### config.mk
export PLATFORM = sky130hd
export DESIGN_NAME = alu_mul_sequencer
export DESIGN_NICKNAME = d
export VERILOG_FILES = /design/src/rtl/alu_mul_sequencer.sv
export SDC_FILE = /design/constraint.sdc
export NUM_CORES = 1
export LEC_CHECK = 0
export BUFFER_PORTS_ARGS = -buffer_cell sky130_fd_sc_hd__buf_2
export CAP_MARGIN = 20
export CORE_MARGIN = 2
export CORE_UTILIZATION = 53
export DETAILED_ROUTE_END_ITERATION = 10
export HOLD_SLACK_MARGIN = 0.12
export MAX_ROUTING_LAYER = met4
export PLACE_DENSITY = 0.95
export REMOVE_ABC_BUFFERS = 1
export SYNTH_ARGS = -nofsm -noshare
export SYNTH_HDL_FRONTEND = slang
export SYNTH_SLANG_ARGS = --single-unit
### constraint.sdc
create_clock -name clk -period 3.2 [get_ports clk]
set_clock_uncertainty 0.1 [all_clocks]
set_input_delay 0.64 -clock clk [delete_from_list [all_inputs] [get_ports clk]]
set_output_delay 0.64 -clock clk [all_outputs]
set_load 0.03 [all_outputs]
### src/rtl/alu_mul_sequencer.sv
// Shift-and-add multiply controller that borrows the shared 32-bit ALU.
// Produces the low 32 bits of a*b in a fixed 66-cycle start-to-start window.
module alu_mul_sequencer (
  input  logic        clk,
  input  logic        rst,
  input  logic        start,
  input  logic [31:0] a,
  input  logic [31:0] b,
  output logic        busy,
  output logic        done,
  output logic [31:0] product,
  input  logic [31:0] core_inp1,
  input  logic [31:0] core_inp2,
  input  logic [2:0]  core_sel,
  output logic [31:0] alu_inp1,
  output logic [31:0] alu_inp2,
  output logic [2:0]  alu_sel,
  input  logic [31:0] alu_out
);

  localparam int unsigned DATA_W = 32;
  localparam logic [2:0]  SEL_ADD = 3'd3;
  localparam logic [2:0]  SEL_SLL = 3'd4;

  typedef enum logic [1:0] {
    S_IDLE = 2'd0,
    S_ADD  = 2'd1,
    S_SHF  = 2'd2,
    S_DONE = 2'd3
  } state_t;

  state_t              state_q, state_d;
  logic [DATA_W-1:0]   mcand_q, mcand_d;
  logic [DATA_W-1:0]   mplier_q, mplier_d;
  logic [DATA_W-1:0]   acc_q, acc_d;
  logic [4:0]          cnt_q, cnt_d;
  logic [DATA_W-1:0]   product_q, product_d;

  always_ff @(posedge clk) begin
    if (rst) begin
      state_q   <= S_IDLE;
      mcand_q   <= '0;
      mplier_q  <= '0;
      acc_q     <= '0;
      cnt_q     <= '0;
      product_q <= '0;
    end else begin
      state_q   <= state_d;
      mcand_q   <= mcand_d;
      mplier_q  <= mplier_d;
      acc_q     <= acc_d;
      cnt_q     <= cnt_d;
      product_q <= product_d;
    end
  end

  // The ALU belongs to the core except in ADD and SHF.
  always_comb begin
    state_d   = state_q;
    mcand_d   = mcand_q;
    mplier_d  = mplier_q;
    acc_d     = acc_q;
    cnt_d     = cnt_q;
    product_d = product_q;
    alu_inp1  = core_inp1;
    alu_inp2  = core_inp2;
    alu_sel   = core_sel;

    case (state_q)
      S_IDLE: begin
        if (start) begin
          mcand_d  = a;
          mplier_d = b;
          acc_d    = '0;
          cnt_d    = '0;
          state_d  = S_ADD;
        end
      end
      S_ADD: begin
        alu_sel  = SEL_ADD;
        alu_inp1 = acc_q;
        alu_inp2 = mcand_q;
        if (mplier_q[0]) begin
          acc_d = alu_out;
        end
        state_d = S_SHF;
      end
      S_SHF: begin
        alu_sel  = SEL_SLL;
        alu_inp1 = mcand_q;
        alu_inp2 = 32'd1;
        mcand_d  = alu_out;
        mplier_d = mplier_q >> 1;
        // acc already holds bit 31's contribution from the preceding ADD.
        if (cnt_q == 5'd31) begin
          product_d = acc_q;
          state_d   = S_DONE;
        end else begin
          cnt_d   = cnt_q + 5'd1;
          state_d = S_ADD;
        end
      end
      S_DONE: begin
        state_d = S_IDLE;
      end
      default: begin
        state_d = S_IDLE;
      end
    endcase
  end

  assign busy    = (state_q != S_IDLE);
  assign done    = (state_q == S_DONE);
  assign product = product_q;

endmodule

==> impl_metrics.yaml <==
critical_path:
  start_kind: "flip-flop"
  critPathRequiredTime_ns: 2.46
  reg2regPathDepth: 6
  cp_cell_sequence: "inv_1, ha_4, buf_12, nand2_1, o21ai_0, buf_2"
  r2r_slack_ns: 0.82
  cp_slowest_stage_delay_ns: 0.57
  crit_slowest_cell: "ha_4"
  endpoint_kind: "output port"
  worstReg2RegEnd: "product[24]$_SDFFE_PP0P_"
  worstPathArrival_ns: 2.29
  worstPathMaxFanout: 57
  r2r-start: "state_q[0]$_SDFFE_PP0P_"
  crit_type: "reg -> out"
placed_design:
  post-place-cells: 1217
  dp_hpwl_microns: 13450
  placed_cell_area_sq_um: 8230
  gp_congestion: 0.8298
  portBuffers: 266
min_path:
  min_path_cells: 2
  hp-start: "product[7]$_SDFFE_PP0P_"
  holdCritPathClass: "reg -> reg"
  holdPathEnd: "product[7]$_SDFFE_PP0P_"
synthesis:
  ys_ff_latch: 135
  async_reset_ff_frac: 0
  synth_edf_count: 0
  synth.largest_area_cell: "dfxtp_1"
  synthTopCellsByArea: "dfxtp_1 (40%), mux2i_1 (9.8%), a21oi_1 (7.5%), a211oi_2 (5.5%), nor2_1 (5.4%)"
  synth-seq-area-share: 0.3967
  syn_area_sq_um: 6813
  synthFlopType: "dfxtp_1"
  avgSynthCellArea_sq_um: 8.082
  synth_warnings: 0
  synth_cells: 843
  synth_top_cell_area_share: 0.3967
  synth.distinct_cells: 29
final_layout:
  num_antenna_cells: 0
  multi_input_area_sq_um: 3606
  layout_common_cells: "buf_2 (265), dfxtp_1 (135), a21oi_1 (102), nor2_1 (98), nand3_1 (67)"
  final_area_sq_um: 8756
  area_delta_synth_final_pct: 28.52
  instances_no_fill: 1246
  layout_commonest_cell: "buf_2"
  seqCellArea_sq_um: 2703
  layout-drive-gt1-share: 0.3268
  finalNetCount: 1236
  fillCellCount: 968
global_routing:
  globalRouteTotalUtil: 0.2795
  antenna_found_initial: 0
  grt_max_degree: 83
  grt_overflow: 0
  grt_pass1_wl_microns: 30940
  grt_pass1_vias: 6535
power:
  cellPowerDensity_nw_per_um2: 656.0
  pwr-share-comb: 0.360
  irDropWorstVdd_v: 0.0004730
  p_int_mw: 3.587
  switching_share: 0.3755
  p_seq_frac: 0.338
  switchingPower_mw: 2.157
  p_leak_nw: 3.610
  p_clk_frac: 0.302
floorplanning:
  design.die.area_sq_um: 13780
  row_count: 41
  coreArea_sq_um: 12570
  initial_core_util: 0.5421
  die_x_microns: 117.4
  die_h_microns: 117.4
  io_pins: 267
route:
  drc: 0
  ant_nets: 0
  viasPerCell: 5.550
  dr.first_iter.drc_count: 539
  routed_wl_microns: 19120
  num_vias: 6915
  wire_per_inst_microns: 15.35
  drt_pass1_iterations: 7
clocking:
  tritoncts: "done"
  cts_made_buffers: 17
  cts_resized: 0
  insertion_delay_ns: 0.41
  postCtsHoldBufs: 0
  cts-htree-levels: 4
  cts.sinks: 135
  cts_root_buf: "clkbuf_16"
  postCtsSetupRepairBufs: 0
  clockBufferDepth: 2
  path_clk_slew_ns: 0.06
timing:
  setup_viol: 0
  fin_crit_ns: 3.033
  min_period_over_period: 0.9477
  fin_hold_ws_ns: 0.3495
  fmax_ghz: 0.3298
  fin_setup_tns_ns: 0
  tightest_slew_ns: 0.9739
  hold_violations: 0
  rsz0062_at_grt: "no"
  drv_slew: 0
  max_slew_margin: 0.3507
status:
  outcome: "completed"
flow_run:
  cap_violations: 0
## worst max-delay path by stage
stage,from,slack [ns],end
after floorplan,state_q[0]$_SDFFE_PP0P_,-2.14,product[0]$_SDFFE_PP0P_
after global placement,state_q[1]$_SDFFE_PP0P_,0.75,alu_inp2[21]
after detailed placement,state_q[0]$_SDFFE_PP0P_,0.60,alu_sel[1]
after CTS,state_q[0]$_SDFFE_PP0P_,0.18,alu_sel[1]
after global routing,state_q[1]$_SDFFE_PP0P_,0.03,alu_sel[1]
final,state_q[0]$_SDFFE_PP0P_,0.17,alu_sel[1]
## synthesized netlist by cell type (25+ instances only)
cell type  instances
o21ai_0           66
a21oi_1          102
nand3_1           67
inv_1             36
a22oi_1           32
a211oi_1          34
dfxtp_1          135
buf_2             25
clkbuf_1          41
nor2_1            98
a211oi_2          30
mux2i_1           67
nand2_1           66
## cells by family after synthesis
| family | share of synthesized area |
|---|---|
| AO/OA/AOI/OAI | 0.2545 |
| AND/OR/NAND/NOR | 0.1554 |
| flip-flops | 0.3967 |
| buffers and inverters | 0.08007 |
| multiplexers | 0.1023 |
| adder cells (fa/ha/maj) | 0.01102 |
## per-stage QoR
stage	util	power, mW	setup slack, ns
2_1_floorplan	-	3.333	-2.136
3_3_place_gp	0.6549	3.968	0.7453
3_5_place_dp	0.6549	4.035	0.6030
4_1_cts	0.6967	5.758	0.1779
5_1_grt	0.6967	6.019	0.03084
6_report	0.6967	5.744	0.1675
## power groups by stage
stage | logic [mW] | clock network (mW) | registers, mW
5_1_grt | 2.22 | 1.83 | 1.96
4_1_cts | 2.06 | 1.75 | 1.94
3_3_place_gp | 2.00 | 0 | 1.97
3_5_place_dp | 2.06 | 0 | 1.98
6_report | 2.07 | 1.73 | 1.94
2_1_floorplan | 1.39 | 0 | 1.94
## metal layers
layer  share of wire  routed length (microns)  track usage  up-vias
li1                -                        -            -     3395
met1            0.40                     7554       0.3104     3170
met2            0.51                     9707       0.4825      296
met3           0.063                     1203      0.05156       54
met4           0.034                      655       0.1378        0
met5               0                        0            -        -
## flip-flops by register name (all words and copies together), names as in the netlist
| register | cells |
|---|---|
| acc_q | 32 |
| mcand_q | 32 |
| mplier_q | 32 |
| state_q | 2 |
| cnt_q | 5 |
| product | 32 |
## critical path: cells and delay by family (launching register included)
| kind | cells | cell delay, ns |
|---|---|---|
| AO/OA/AOI/OAI | 1 | 0.13 |
| adder cells (fa/ha/maj) | 1 | 0.57 |
| buffers and inverters | 3 | 0.67 |
| flip-flops | 1 | 0.39 |
| AND/OR/NAND/NOR | 1 | 0.11 |
## cell type report
cell class              count  area share
clock buffers              25     0.05773
clock inverters             4    0.002286
inverters                  36     0.01543
multi-input cells         588      0.4118
flip-flops and latches    135      0.3087
well taps                 172     0.02458
repair buffers            286      0.1795
Note: power is estimated with default switching activity, not from simulation.
